===== src/rtl/jk_bank_arbiter.sv =====
// Shared bank of WIDTH JK flip-flops driven by NREQ requesters through a
// round-robin arbiter with burst lock and a one-stage command pipeline.
module jk_bank_arbiter #(
  parameter int unsigned NREQ  = 4,
  parameter int unsigned WIDTH = 8,
  localparam int unsigned IDW  = (NREQ > 2) ? $clog2(NREQ) : 1
) (
  input  logic                    clk,
  input  logic                    rst,
  input  logic                    en,
  input  logic [NREQ-1:0]         req_valid,
  input  logic [2*NREQ-1:0]       req_op,
  input  logic [WIDTH*NREQ-1:0]   req_mask,
  input  logic [NREQ-1:0]         req_lock,
  output logic [NREQ-1:0]         req_ready,
  output logic [WIDTH-1:0]        q,
  output logic [WIDTH-1:0]        q_,
  output logic                    rsp_valid,
  output logic [IDW-1:0]          rsp_id,
  output logic [WIDTH-1:0]        rsp_q
);

  logic [IDW-1:0]   ptr;
  logic [IDW-1:0]   lock_id;
  logic             lock_vld;
  logic             lock_hit;
  logic [NREQ-1:0]  grant;
  logic [IDW-1:0]   gnt_id;
  logic [IDW-1:0]   idx;
  logic             found;
  logic             accept;
  logic [1:0]       sel_op;
  logic [WIDTH-1:0] sel_mask;
  logic             s1_vld;
  logic [1:0]       s1_op;
  logic [WIDTH-1:0] s1_mask;
  logic [IDW-1:0]   s1_id;
  logic [WIDTH-1:0] jk_next;
  logic [WIDTH-1:0] q_next;

  // The lock holds only while the owner keeps both valid and lock asserted.
  assign lock_hit = lock_vld & req_valid[lock_id] & req_lock[lock_id];

  // Grant: lock owner first, otherwise first valid requester from ptr upward.
  always_comb begin
    grant  = '0;
    gnt_id = '0;
    idx    = '0;
    found  = 1'b0;
    if (!rst && en) begin
      if (lock_hit) begin
        grant[lock_id] = 1'b1;
        gnt_id         = lock_id;
      end else begin
        for (int unsigned k = 0; k < NREQ; k++) begin
          idx = IDW'((32'(ptr) + k) % NREQ);
          if (!found && req_valid[idx]) begin
            found      = 1'b1;
            grant[idx] = 1'b1;
            gnt_id     = idx;
          end
        end
      end
    end
  end

  assign req_ready = grant;
  assign accept    = |grant;

  // Pick the granted requester's command fields.
  always_comb begin
    sel_op   = '0;
    sel_mask = '0;
    for (int unsigned i = 0; i < NREQ; i++) begin
      if (grant[i]) begin
        sel_op   = req_op[2*i +: 2];
        sel_mask = req_mask[WIDTH*i +: WIDTH];
      end
    end
  end

  // JK characteristic: q+ = j&~q | ~k&q, applied only where the mask is set.
  assign jk_next = ({WIDTH{s1_op[1]}} & ~q) | ({WIDTH{~s1_op[0]}} & q);
  assign q_next  = (s1_mask & jk_next) | (~s1_mask & q);
  assign q_      = ~q;

  always_ff @(posedge clk) begin
    if (rst) begin
      ptr       <= '0;
      lock_vld  <= 1'b0;
      lock_id   <= '0;
      s1_vld    <= 1'b0;
      s1_op     <= '0;
      s1_mask   <= '0;
      s1_id     <= '0;
      q         <= '0;
      rsp_valid <= 1'b0;
      rsp_id    <= '0;
      rsp_q     <= '0;
    end else begin
      if (accept) begin
        if (!lock_hit) ptr <= IDW'((32'(gnt_id) + 1) % NREQ);
        lock_vld <= req_lock[gnt_id];
        lock_id  <= gnt_id;
        s1_op    <= sel_op;
        s1_mask  <= sel_mask;
        s1_id    <= gnt_id;
      end else begin
        lock_vld <= 1'b0;
      end
      s1_vld    <= accept;
      rsp_valid <= s1_vld;
      if (s1_vld) begin
        q      <= q_next;
        rsp_id <= s1_id;
        rsp_q  <= q_next;
      end
    end
  end

endmodule


===== config.mk =====
export PLATFORM = sky130hd
export DESIGN_NAME = jk_bank_arbiter
export DESIGN_NICKNAME = d
export VERILOG_FILES = /design/src/rtl/jk_bank_arbiter.sv
export SDC_FILE = /design/constraint.sdc
export NUM_CORES = 1
export LEC_CHECK = 0
export CORE_UTILIZATION = 45
export DETAILED_ROUTE_END_ITERATION = 8
export PLACE_DENSITY = 0.91
export SYNTH_ARGS = -nofsm -noshare
export SYNTH_HDL_FRONTEND = slang
export SYNTH_SLANG_ARGS = --single-unit

===== constraint.sdc =====
create_clock -name clk -period 10.3 [get_ports clk]
set_input_delay 1.545 -clock clk [delete_from_list [all_inputs] [get_ports clk]]
set_output_delay 1.545 -clock clk [all_outputs]
set_load 0.1 [all_outputs]

==> results.md <==
- Unique masters post-synth: 51
- DR WL/cell: ~16 um
- Layout Utilization: 0.6536
- Antenna Cells: 0
- PortBufs: 81
- Nets: 383
- Static Leak: 0.001013 uW
- Tightest Pin Transition: between 1000 and 1500 ps
- Area Overhead vs Synth: 35.54%
- Post-Synth Adder-Cell Area: 0.04032
- Row Count: 24
- Worst path required time: 8760 ps
- Max incr delay on CP: 1220 ps
- Reg2Reg Depth: 10
- Routed Antenna Nets: 0
- Final hold viol count: 0
- Vias per cell: roughly 6.0
- Avg Cell Area, Syn: roughly 8 sq um
- RSZ-0062 raised after global routing: no
- Crit path cell chain: clkdlybuf4s50_1 -> mux4_2 -> or2_1 -> a21o_1 -> a31o_2 -> inv_1 -> clkdlybuf4s50_1
- DP HPWL: 4499 um
- Initial Util: 0.4822
- CTS Root Buffer Type: clkbuf_8
- Final Max Tran Viols: 0
- Minimum clock period: 6700 ps
- DR pass1 iterations: 5
- Ports: 82
- Largest net degree at the start of global routing: 28
- Vias in the first global route: a little over 2000
- First-pass GRT wire length: 9708 um
- Mapped Cells: 266
- Number of synthesized flops with an enable pin: 0
- Fmax: between 100 and 150 MHz
- Synth top area share: 0.2488
- CTS Buffer Depth: 2
- Clock slew at reported path FFs: 100 ps
- Synth top area cells: dfxtp_1 25%, nand2_1 5.9%, nor4b_2 5.5%, mux4_2 5.2%, a221o_1 4.6%
- Postcts setup bufs: 0
- CP startpoint: req_valid[3]
- Final Cycle Share: 0.6505
- Hold Crit Class: register to register
- Final setup vio count: 0
- Core Region: 4504 sq um
- CTS resizes: 0
- PwrDens: 189.8 nW/um^2
- Data arrival time of the worst path: 5150 ps
- Crit path capture type: output port
- Largest fanout on the critical path: 13
- Yosys reg bits: 27
- Die area: slightly above 5000 sq um
- Post-synthesis compound-gate area fraction: 0.2241
- Critical Path Source Type: input pin
- Clock Skew: 9.322 ps
- Worst Setup EP: req_ready[1]
- Synthesized area: 2172 sq um
- Layout cells sized above 1: 0.08951
- Antenna violations before repair: 0
- Most area-hungry cell type in the Yosys netlist: dfxtp_1
- Reg-to-reg critical path startpoint: ptr[0]
- Maxcap violations: 0
- Asr flop ratio synth: 0
- Setup TNS: 0 ps
- CP Depth: 7
- Top delay family on crit path: buffers and inverters
- GR Overflow Total: 0
- Initial drt markers: approximately 160
- Number of buffers and inverters on the critical path: 3
- Total clock buffers created by CTS: 3
- Mux contribution to synthesized area: 0.08986
- Htree depth: 1
- Reg2reg setup slack: 5930 ps
- Max transition margin: 0.3087
- Synth Flop Type: dfxtp_1
- WS Path Type: input pin to output port
- Fill cell count: ~360
- Via count: 2260
- VDD IR-drop max: 0.1135 mV
- Number of warnings issued by yosys: 0
- DR DRC count: 0
- Chip height: ~71 um
- Total track usage: 0.2398
- CP dominant cell by count: clkdlybuf4s50_1
- Net Count, Synth: approximately 320
- CTS Hold Bufs: 0
- Most frequent cell after synthesis: nand2_1
- Clk Latency, worst-skew pair: 280 ps
- Post-synth top cells: 34 x nand2_1, 27 x dfxtp_1, 23 x nor2_1
- Highest-delay cell along the critical path: clkdlybuf4s50_1
- Synth Area in XOR/XNOR: 0.004032
- WL final: 5944 um
- Simple-Gate Fraction of Synth Area: 0.2892
- Outcome: finished, final reports clean
- Largest family of logic cells by synthesized area: simple AND/OR/NAND/NOR gates
- Reg2reg end: s1_mask[0]
- Gpl congestion: 0.9036
- Die Wd: about 70 um
- CTS tree: yes
- Sequential fraction of the synthesis area: 0.2488
- Clock Sinks: 27
- Total power: between 500 and 600 uW
area by class of cell:
class	count	area, sq um	share of cell area
clock buffers	3	41.29	0.01402
clock inverters	1	7.507	0.002550
inverters	16	65.06	0.02210
multi-input cells	195	1406	0.4777
flip-flops and latches	27	540.5	0.1836
well taps	52	65.06	0.02210
repair buffers	82	818.3	0.2779
logic make-up after synthesis:
family          count (synthesis)
compound gates                 65
xor+xnor                        1
fa+ha+maj                       7
buf+inv                        44
flops                          27
mux                            13
simple gates                  109
worst min path at each step:
stage | from | to | cells after the start
6_report | s1_mask[0] | register | 1
5_1_grt | s1_mask[0] | register | 1
4_1_cts | s1_mask[0] | register | 1
3_5_place_dp | s1_mask[0] | register | 1
3_3_place_gp | s1_mask[0] | register | 1
2_1_floorplan | s1_mask[0] | register | 1
stage by stage:
stage | std cells | cell area (sq um) | setup WS, ps | hold WS [ps]
2_1_floorplan | 266 | 2172 | 4875 | 445.5
3_3_place_gp | 372 | 2895 | 3752 | 458.5
3_5_place_dp | 372 | 2895 | 3646 | 491.1
4_1_cts | 376 | 2944 | 3635 | 515.3
5_1_grt | 376 | 2944 | 3467 | 544.9
6_report | 376 | 2944 | 3600 | 508.6
layout by cell type (no fill, tap or decap), drive strengths merged, types with 2 or more instances in the layout:
cell type / n
o221ai: 2
mux2: 2
ha: 7
o22ai: 2
mux4: 5
nand2: 34
or3: 3
and2: 2
mux2i: 6
nand3: 12
nand3b: 4
a32oi: 3
a221o: 10
nor3: 4
a221oi: 2
dfxtp: 27
nor2: 24
clkbuf: 3
nor3b: 7
inv: 15
o21a: 2
nor4b: 11
nand2b: 3
nor2b: 2
clkdlybuf4s50: 81
a21o: 2
a31oi: 12
o21ai: 5
a21oi: 17
layer usage:
metal / wire, um / vias up / global-route usage
met1: 2439 / 1051 / 0.3071
met5: 0 / - / 0
met4: 212 / 0 / 0.1155
met2: 2950 / 104 / 0.4000
li1: - / 1084 / -
met3: 341 / 21 / 0.03235
power by group:
group          switching (uW)  leakage, uW  internal (uW)
clock network            33.1    0.0000217           27.5
registers                36.2     0.000219            130
logic                     194     0.000772            138
total                     264      0.00101            295
Power figures use the tool's default switching activity.
